<file path="src/rtl/reg_cmd_driver_if.sv">
`timescale 1ns/1ps
`default_nettype none
// ============================================================================
// Module      : reg_cmd_driver_if
// Description : Command/response handshake and register-bank strobe bundle
//               for reg_cmd_driver.
// Revision    : 1.0 - initial release
// ============================================================================
interface reg_cmd_driver_if #(
    parameter int DATA_W   = 16,
    parameter int NUM_REGS = 4,
    parameter int SEL_W    = 2
);
    logic                         cmd_valid;
    logic                         cmd_ready;
    logic [1:0]                   cmd_op;
    logic [SEL_W-1:0]             cmd_sel;
    logic [DATA_W-1:0]            cmd_data;
    logic                         rsp_valid;
    logic                         rsp_ready;
    logic [DATA_W-1:0]            rsp_data;
    logic                         rsp_err;
    logic [NUM_REGS-1:0]          write_en;
    logic [NUM_REGS-1:0]          inc_en;
    logic [NUM_REGS-1:0]          rst_en;
    logic [DATA_W-1:0]            data_in;
    logic [NUM_REGS*DATA_W-1:0]   reg_data;

    // Driver side
    modport master (
        input  cmd_valid, cmd_op, cmd_sel, cmd_data, rsp_ready, reg_data,
        output cmd_ready, rsp_valid, rsp_data, rsp_err,
               write_en, inc_en, rst_en, data_in
    );

    // Command source, response consumer and register bank side
    modport slave (
        output cmd_valid, cmd_op, cmd_sel, cmd_data, rsp_ready, reg_data,
        input  cmd_ready, rsp_valid, rsp_data, rsp_err,
               write_en, inc_en, rst_en, data_in
    );
endinterface
`default_nettype wire

</file>
<file path="src/rtl/reg_cmd_driver.sv">
`timescale 1ns/1ps
`default_nettype none
// ============================================================================
// Module      : reg_cmd_driver
// Description : Command-side master for a bank of 16-bit registers; issues
//               write/inc/clear strobes and returns the sampled value.
//               Optional feature macro: READBACK_CHECK_EN.
// Revision    : 1.0 - initial release
// ============================================================================
module reg_cmd_driver #(
    parameter int DATA_W   = 16,
    parameter int NUM_REGS = 4,
    parameter int SEL_W    = 2
) (
    input  wire logic           clk,
    input  wire logic           rst_n,
    reg_cmd_driver_if.master    bus
);

    localparam logic [1:0]       c_OP_READ  = 2'b00;
    localparam logic [1:0]       c_OP_WRITE = 2'b01;
    localparam logic [1:0]       c_OP_INC   = 2'b10;
    localparam logic [1:0]       c_OP_CLEAR = 2'b11;
    localparam logic [SEL_W:0]   c_NUM_REGS = (SEL_W+1)'(NUM_REGS);

    typedef enum logic [1:0] {
        S_IDLE   = 2'd0,
        S_ISSUE  = 2'd1,
        S_SETTLE = 2'd2,
        S_RESP   = 2'd3
    } state_t;

    state_t                 r_state,    w_state_nxt;
    logic [1:0]             r_op,       w_op_nxt;
    logic [SEL_W-1:0]       r_sel,      w_sel_nxt;
    logic [DATA_W-1:0]      r_cnt,      w_cnt_nxt;
    logic [NUM_REGS-1:0]    r_write_en, w_write_en_nxt;
    logic [NUM_REGS-1:0]    r_inc_en,   w_inc_en_nxt;
    logic [NUM_REGS-1:0]    r_rst_en,   w_rst_en_nxt;
    logic [DATA_W-1:0]      r_data_in,  w_data_in_nxt;
    logic [DATA_W-1:0]      r_rsp_data, w_rsp_data_nxt;
    logic                   r_rsp_err,  w_rsp_err_nxt;

    logic [NUM_REGS-1:0]    w_cmd_dec;
    logic                   w_cmd_sel_ok;
    logic                   w_sel_ok;
    logic [DATA_W-1:0]      w_sample;
    logic                   w_check_err;

    function automatic logic [NUM_REGS-1:0] f_dec(input logic [SEL_W-1:0] s);
        f_dec = '0;
        for (int i = 0; i < NUM_REGS; i++) begin
            f_dec[i] = (s == SEL_W'(i));
        end
    endfunction

    assign w_cmd_dec    = f_dec(bus.cmd_sel);
    assign w_cmd_sel_ok = ({1'b0, bus.cmd_sel} < c_NUM_REGS);
    assign w_sel_ok     = ({1'b0, r_sel} < c_NUM_REGS);

    always_comb begin
        w_sample = '0;
        for (int i = 0; i < NUM_REGS; i++) begin
            if (r_sel == SEL_W'(i)) begin
                w_sample = bus.reg_data[i*DATA_W +: DATA_W];
            end
        end
    end

`ifdef READBACK_CHECK_EN
    // data_in still holds the written value, so it doubles as the expected readback
    always_comb begin
        w_check_err = 1'b0;
        if (r_op == c_OP_WRITE) begin
            w_check_err = (w_sample != r_data_in);
        end else if (r_op == c_OP_CLEAR) begin
            w_check_err = (w_sample != '0);
        end
    end
`else
    assign w_check_err = 1'b0;
`endif

    always_ff @(posedge clk or negedge rst_n) begin
        if (!rst_n) begin
            r_state    <= S_IDLE;
            r_op       <= c_OP_READ;
            r_sel      <= '0;
            r_cnt      <= '0;
            r_write_en <= '0;
            r_inc_en   <= '0;
            r_rst_en   <= '0;
            r_data_in  <= '0;
            r_rsp_data <= '0;
            r_rsp_err  <= 1'b0;
        end else begin
            r_state    <= w_state_nxt;
            r_op       <= w_op_nxt;
            r_sel      <= w_sel_nxt;
            r_cnt      <= w_cnt_nxt;
            r_write_en <= w_write_en_nxt;
            r_inc_en   <= w_inc_en_nxt;
            r_rst_en   <= w_rst_en_nxt;
            r_data_in  <= w_data_in_nxt;
            r_rsp_data <= w_rsp_data_nxt;
            r_rsp_err  <= w_rsp_err_nxt;
        end
    end

    always_comb begin
        w_state_nxt    = r_state;
        w_op_nxt       = r_op;
        w_sel_nxt      = r_sel;
        w_cnt_nxt      = r_cnt;
        w_write_en_nxt = '0;
        w_inc_en_nxt   = '0;
        w_rst_en_nxt   = '0;
        w_data_in_nxt  = r_data_in;
        w_rsp_data_nxt = r_rsp_data;
        w_rsp_err_nxt  = r_rsp_err;

        unique case (r_state)
            S_IDLE: begin
                if (bus.cmd_valid) begin
                    w_op_nxt    = bus.cmd_op;
                    w_sel_nxt   = bus.cmd_sel;
                    w_cnt_nxt   = '0;
                    w_state_nxt = S_ISSUE;
                    // Strobes are launched at accept so they appear in the first ISSUE cycle
                    if (w_cmd_sel_ok) begin
                        unique case (bus.cmd_op)
                            c_OP_WRITE: begin
                                w_write_en_nxt = w_cmd_dec;
                                w_data_in_nxt  = bus.cmd_data;
                            end
                            c_OP_CLEAR: w_rst_en_nxt = w_cmd_dec;
                            c_OP_INC: begin
                                if (bus.cmd_data != '0) begin
                                    w_inc_en_nxt = w_cmd_dec;
                                    w_cnt_nxt    = bus.cmd_data - DATA_W'(1);
                                end
                            end
                            default: ;
                        endcase
                    end
                end
            end
            S_ISSUE: begin
                // r_cnt counts the increment pulses still owed after the current one
                if ((r_op == c_OP_INC) && (r_cnt != '0)) begin
                    w_inc_en_nxt = r_inc_en;
                    w_cnt_nxt    = r_cnt - DATA_W'(1);
                end else begin
                    w_state_nxt = S_SETTLE;
                end
            end
            S_SETTLE: begin
                w_rsp_data_nxt = w_sel_ok ? w_sample : '0;
                w_rsp_err_nxt  = !w_sel_ok || w_check_err;
                w_state_nxt    = S_RESP;
            end
            S_RESP: begin
                if (bus.rsp_ready) begin
                    w_state_nxt = S_IDLE;
                end
            end
            default: w_state_nxt = S_IDLE;
        endcase
    end

    assign bus.cmd_ready = (r_state == S_IDLE);
    assign bus.rsp_valid = (r_state == S_RESP);
    assign bus.rsp_data  = r_rsp_data;
    assign bus.rsp_err   = r_rsp_err;
    assign bus.write_en  = r_write_en;
    assign bus.inc_en    = r_inc_en;
    assign bus.rst_en    = r_rst_en;
    assign bus.data_in   = r_data_in;

endmodule
`default_nettype wire
</file>
<file path="src/flat_wrapper.sv">
// flat-port wrapper written by rule: the top's interface ports become plain ports
module reg_cmd_driver_flat 
#(
    parameter int DATA_W   = 16,
    parameter int NUM_REGS = 4,
    parameter int SEL_W    = 2
)
  (clk, rst_n, bus_cmd_valid, bus_cmd_op, bus_cmd_sel, bus_cmd_data, bus_rsp_ready, bus_reg_data, bus_cmd_ready, bus_rsp_valid, bus_rsp_data, bus_rsp_err, bus_write_en, bus_inc_en, bus_rst_en, bus_data_in);
  reg_cmd_driver_if #(.DATA_W(DATA_W), .NUM_REGS(NUM_REGS), .SEL_W(SEL_W)) bus_i ();
  input  wire logic clk;
  input  wire logic rst_n;
  input wire logic [$bits(bus_i.cmd_valid)-1:0] bus_cmd_valid;
  input wire logic [$bits(bus_i.cmd_op)-1:0] bus_cmd_op;
  input wire logic [$bits(bus_i.cmd_sel)-1:0] bus_cmd_sel;
  input wire logic [$bits(bus_i.cmd_data)-1:0] bus_cmd_data;
  input wire logic [$bits(bus_i.rsp_ready)-1:0] bus_rsp_ready;
  input wire logic [$bits(bus_i.reg_data)-1:0] bus_reg_data;
  output wire logic [$bits(bus_i.cmd_ready)-1:0] bus_cmd_ready;
  output wire logic [$bits(bus_i.rsp_valid)-1:0] bus_rsp_valid;
  output wire logic [$bits(bus_i.rsp_data)-1:0] bus_rsp_data;
  output wire logic [$bits(bus_i.rsp_err)-1:0] bus_rsp_err;
  output wire logic [$bits(bus_i.write_en)-1:0] bus_write_en;
  output wire logic [$bits(bus_i.inc_en)-1:0] bus_inc_en;
  output wire logic [$bits(bus_i.rst_en)-1:0] bus_rst_en;
  output wire logic [$bits(bus_i.data_in)-1:0] bus_data_in;
  assign bus_i.cmd_valid = bus_cmd_valid;
  assign bus_i.cmd_op = bus_cmd_op;
  assign bus_i.cmd_sel = bus_cmd_sel;
  assign bus_i.cmd_data = bus_cmd_data;
  assign bus_i.rsp_ready = bus_rsp_ready;
  assign bus_i.reg_data = bus_reg_data;
  assign bus_cmd_ready = bus_i.cmd_ready;
  assign bus_rsp_valid = bus_i.rsp_valid;
  assign bus_rsp_data = bus_i.rsp_data;
  assign bus_rsp_err = bus_i.rsp_err;
  assign bus_write_en = bus_i.write_en;
  assign bus_inc_en = bus_i.inc_en;
  assign bus_rst_en = bus_i.rst_en;
  assign bus_data_in = bus_i.data_in;
  reg_cmd_driver #(.DATA_W(DATA_W), .NUM_REGS(NUM_REGS), .SEL_W(SEL_W)) u_core (.clk(clk), .rst_n(rst_n), .bus(bus_i));
endmodule
</file>
<file path="config.mk">
export PLATFORM = sky130hd
export DESIGN_NAME = reg_cmd_driver_flat
export DESIGN_NICKNAME = d
export VERILOG_FILES = /design/src/rtl/reg_cmd_driver_if.sv /design/src/rtl/reg_cmd_driver.sv /design/src/flat_wrapper.sv
export SDC_FILE = /design/constraint.sdc
export NUM_CORES = 1
export LEC_CHECK = 0
export ABC_AREA = 0
export CAP_MARGIN = 0
export CORE_MARGIN = 2
export CORE_UTILIZATION = 45
export DETAILED_ROUTE_END_ITERATION = 12
export PLACE_DENSITY = 0.8
export SLEW_MARGIN = 10
export SYNTH_ARGS = -nofsm -noshare
export SYNTH_HDL_FRONTEND = slang
export SYNTH_SLANG_ARGS = --single-unit
</file>
<file path="constraint.sdc">
create_clock -name clk -period 2.81 [get_ports clk]
set_input_delay 0.7025 -clock clk [delete_from_list [all_inputs] [get_ports clk]]
set_output_delay 0.7025 -clock clk [all_outputs]
set_load 0.01 [all_outputs]
</file>
## After elaboration in Yosys (flattened, before gate mapping)

Cells that the tools add are included.
W data, S select, Z words.

- Bits in registers: 66
- Bits of input ports: 88

- Muxes and demuxes: 24
- Add/subtract/negate cells: 2
- Eq/ne operators: 17
- Reductions and logical operators: 11

Operator list:

| cell | number |
|---|---|
| $mux W16 | 8 |
| $mux W4 | 10 |
| $pmux W16 S2 | 1 |
| $reduce_bool A16 Y1 | 2 |
| $sub A16 B1 Y16 const B | 2 |
| $eq A2 B2 Y1 const B | 9 |
| $reduce_and A3 Y1 | 3 |
| $eq A2 B1 Y1 const B | 4 |
| $pmux W2 S4 | 1 |
| $pmux W4 S2 | 1 |
| $logic_not A2 Y1 | 3 |
| $mux W2 | 3 |
| $ne A2 B2 Y1 const B | 3 |
| $ne A2 B1 Y1 const B | 1 |
| $reduce_and A2 Y1 | 1 |
| $reduce_bool A2 Y1 | 1 |
| $logic_and A1 B1 Y1 | 1 |

## Longest topological paths before layout

- Depth after elaboration: 5
- Mapped depth: 8

## Worst setup path after synthesis

No wires, ideal clock.

- Kind: input to register
- Start point: input port bus_cmd_data[8]
- End point: register u_core.r_cnt[3]
- Data required time: 2.678 ns
- Setup slack: 0.564 ns
- Stages: 7
- Arrival time: 2.114 ns
- Buffers on the path: 2
- Library setup time: 0.132 ns
- Cell sequence: clkbuf_1 nor4_1 nand4_1 nor2b_1 clkbuf_1 a32oi_1 o22ai_1

- Word-level cells in the longest chain between the ends: 5

Ends and longest elaborated chain:

| what | line | source |
|---|---|---|
| start, declared | flat_wrapper.sv:15 | `input wire logic [$bits(bus_i.cmd_data)-1:0] bus_cmd_data;` |
| $reduce_bool A16 Y1 | reg_cmd_driver.sv:138 | `if (bus.cmd_data != '0) begin` |
| $mux W16 | reg_cmd_driver.sv:138 |  |
| $mux W16 | reg_cmd_driver.sv:131 | `unique case (bus.cmd_op)` |
| $mux W16 | reg_cmd_driver.sv:124 | `if (bus.cmd_valid) begin` |
| $pmux W16 S2 | reg_cmd_driver.sv:122 | `unique case (r_state)` |
| end signal, assigned | reg_cmd_driver.sv:100 | `r_cnt <= w_cnt_nxt;` |
| end, declared | reg_cmd_driver.sv:36 | `logic [DATA_W-1:0] r_cnt, w_cnt_nxt;` |

Every way passes these cells. The select of a mux whose other input is x is not followed.
A chain may end at the register's enable or synchronous reset.

## Final worst setup path

- Start point: input port bus_cmd_data[0]
- End point: register u_core.r_cnt[13]

- Word-level cells in the longest chain between the ends: 5
- Elaborated cells on any way between the ends: 6

Ends and longest elaborated chain:

| what | line |
|---|---|
| $sub A16 B1 Y16 or $reduce_bool A16 Y1 (tied branches) | reg_cmd_driver.sv:140, reg_cmd_driver.sv:138 |
| $mux W16 * | reg_cmd_driver.sv:138 |
| $mux W16 * | reg_cmd_driver.sv:131 |
| $mux W16 * | reg_cmd_driver.sv:124 |
| $pmux W16 S2 * | reg_cmd_driver.sv:122 |

Mark *: on every way between the ends. The rest lies on a longest branch, timed or not. The select of a mux whose other input is x is not followed.

==> results.ini <==
[placement]
gp_congestion = 0.950
dp_hpwl_um = 7990
place_ws_ns = 0.0443
port_buffers = 133

[job]
cap_violations = 0

[synth]
synthCells = 328
netlist_area_um2 = 3700
synth-main-ff-cell = dfrtp_1
yosysTopAreaCellShare_pct = 44.6
synth.distinct_cells = 55
synth_edf_count = 0
ys_async_sr_fraction_pct = 100
synth_area_leaders = dfrtp_1 (45%), mux2_2 (10%), mux4_2 (9.7%)
synth_nets = 423
ys_ff_latch = 66
yosysSeqAreaShare_pct = 44.6
yosys_warnings = 0
synth.most_common_cell = dfrtp_1
yosys.area.top_type = dfrtp_1
syn_avg_cell_area_um2 = 11.3
synth_common_cells = dfrtp_1 (66), mux2_2 (34), o21ai_0 (20)

[setup_path]
r2r_slack_ns = 0.41
crit_path_top_delay_cell = or4_1
path_buf_inv = 1
arrival_ns = 2.69
rr_worst_depth = 6
worstSetupPathType = input port to register
path_cells = clkdlybuf4s50_1, or4_1, nor4b_1, xor2_1, nand3_1, o311ai_0
slowest_delay_ns = 0.73
crit_fanout = 8
cp-start-kind = input port
reg2reg_to = u_core.bus.inc_en[0]
crit_required_ns = 3.04
cpLargestDelayFamily = simple AND/OR/NAND/NOR gates
endpoint_kind = register
regToRegStartpoint = u_core.r_cnt[12]

[global_route]
gr-usage-met1_pct = 28.9
antenna_found_initial = 0
grt_busiest_layer = met2
grtUsageTotal_pct = 24.4
grt_max_degree = 32
grt_pass1_wl_um = 16800
grt_use_met3_pct = 6.54
grt_pass1_vias = 3413
grt-ovfl-total = 0
grt_util_met2_pct = 42.0

[routing]
vias_per_cell = 5.67
drtIter0Drc = 266
wl_per_cell_um = 17.7
drc = 0
wl_um = 10400
vias = 3332
drtAntennaViolNets = 0
dr.pass1.iters = 5

[cts]
cts_buffers = 9
clkSinkCount = 66
cts_root_buffer = clkbuf_8
ctsHtreeMaxLevel = 3
post_cts_buffers = 0
cts_tree = yes
clk_path_buf_depth = 2
clk_pin_slew_ns = 0.07
hold_buffers = 0
clock_latency_ns = 0.34
post_cts_resized = 0

[power]
p_int_mw = 3.26
pwr-share-comb_pct = 50.7
swShare_pct = 35.8
power_leakage_nw = 2.23
switching_power_mw = 1.82
peakVddDrop_v = 0.000411
pwr_density_cell_nw_per_um2 = 923
power.share.sequential_pct = 32.8
power.share.clock_pct = 16.5
p_total_mw = 5.07

[run_status]
status = complete, no violations

[floorplan]
core_area_um2 = 8090
die_area_um2 = 8970
fp.dieH_um = 94.7
io_pins = 135
start_util_pct = 45.7
dieWidth_um = 94.7
num_rows = 33

[timing]
setup_violations = 0
post-route-period-util_pct = 87.6
tightestPinTransition_ns = 0.800
slew_headroom_pct = 46.7
finClkSkew_ns = 0.00732
slew_violations = 0
rsz0062_at_grt = no
period_needed_ns = 2.46
setup_tns_ns = 0
max_freq_mhz = 406
finalWorstSetupSlack_ns = 0.350
hold_viol_final = 0

[layout]
layout-drive-gt1-share_pct = 20.9
nNetsFinal = 573
n_fill_cell = 608
area_growth_pct = 48.4
antennaDiodeCount = 0

[hold_path]
hp-class = input port to asynchronous set/reset pin

[kinds of logic (layout without fill, tap and decap cells)]
family / Yosys count / in the layout / synth area share (%)
adder cells (fa/ha/maj): 7 / 7 / 2.37
flip-flops: 66 / 66 / 44.6
AO/OA/AOI/OAI: 61 / 61 / 11.0
other: 1 / 1 / 0.101
XOR/XNOR: 13 / 13 / 3.08
multiplexers: 53 / 53 / 20.9
AND/OR/NAND/NOR: 100 / 100 / 15.1
buffers and inverters: 27 / 182 / 2.91
[area by class of cell]
cell class / instances / area (um2) / area share (%)
clock buffer: 12 / 165 / 3.01
clock inverter: 4 / 48.8 / 0.888
inverter: 9 / 33.8 / 0.615
multi-input combinational: 235 / 1940 / 35.4
sequential: 66 / 1650 / 30.1
tap: 105 / 131 / 2.39
timing repair buffer: 157 / 1520 / 27.7
[state kept, by name, indices dropped and copies added (netlist names)]
register,cells
u_core.r_op,2
u_core.bus.data_in,16
u_core.r_state,2
u_core.bus.rst_en,4
u_core.bus.write_en,4
u_core.r_cnt,16
u_core.bus.inc_en,4
u_core.r_sel,2
u_core.bus.rsp_data,16
[per-layer routing]
layer | vias to the layer above | share of wire, %
met4 | 0 | 2.5
li1 | 1528 | -
met1 | 1614 | 37
met2 | 168 | 52
met5 | - | 0
met3 | 22 | 8.8
[metrics by stage]
stage / cell area [um2] / instances / hold slack [ns] / util (%)
finish: 5490 / 588 / 0.354 / 67.9
global route: 5490 / 588 / 0.385 / 67.9
CTS: 5490 / 588 / 0.366 / 67.9
detailed placement: 5280 / 572 / 0.481 / 65.2
global placement: 5280 / 572 / 0.485 / 65.2
floorplan: 3700 / 328 / 0.407 / -
[worst max-delay path by stage]
stage                      startpoint               end  slack, ns  cells past startpoint
finish                bus_cmd_data[0]  u_core.r_cnt[13]       0.35                      6
floorplan             bus_cmd_data[8]   u_core.r_cnt[3]       0.56                      7
global placement      bus_cmd_data[0]  u_core.r_cnt[13]       0.12                      6
CTS                 u_core.r_state[0]     bus_cmd_ready       0.38                      3
detailed placement    bus_cmd_data[0]  u_core.r_cnt[13]       0.04                      6
global route          bus_cmd_data[0]   u_core.r_cnt[7]       0.21                      6
[power by group through the flow]
stage               Clock (mW)  Combinational (mW)  Sequential (mW)
floorplan                    0                1.43             1.68
global placement             0                2.50             1.64
detailed placement           0                2.57             1.67
CTS                      0.856                2.58             1.66
global route             0.901                2.78             1.71
finish                   0.837                2.57             1.66
[placed cells by master, fill, tap and decap left out, drive strengths merged, types with 3 or more instances in the layout]
| cell type | instances |
|---|---|
| clkdlybuf4s50 | 132 |
| dfrtp | 66 |
| mux2 | 34 |
| buf | 25 |
| o21ai | 24 |
| nor2 | 19 |
| nand2 | 19 |
| mux4 | 16 |
| nor3 | 13 |
| clkbuf | 12 |
| nand3 | 10 |
| inv | 9 |
| xor2 | 8 |
| a21oi | 8 |
| ha | 7 |
| nor4 | 7 |
| or4 | 6 |
| nor2b | 5 |
| xnor2 | 5 |
| or3 | 4 |
| a32oi | 4 |
| nand2b | 3 |
| nand4 | 3 |
| mux2i | 3 |
| o21a | 3 |
| o41ai | 3 |
| clkinv | 3 |
(Power assumes the default switching activity.)
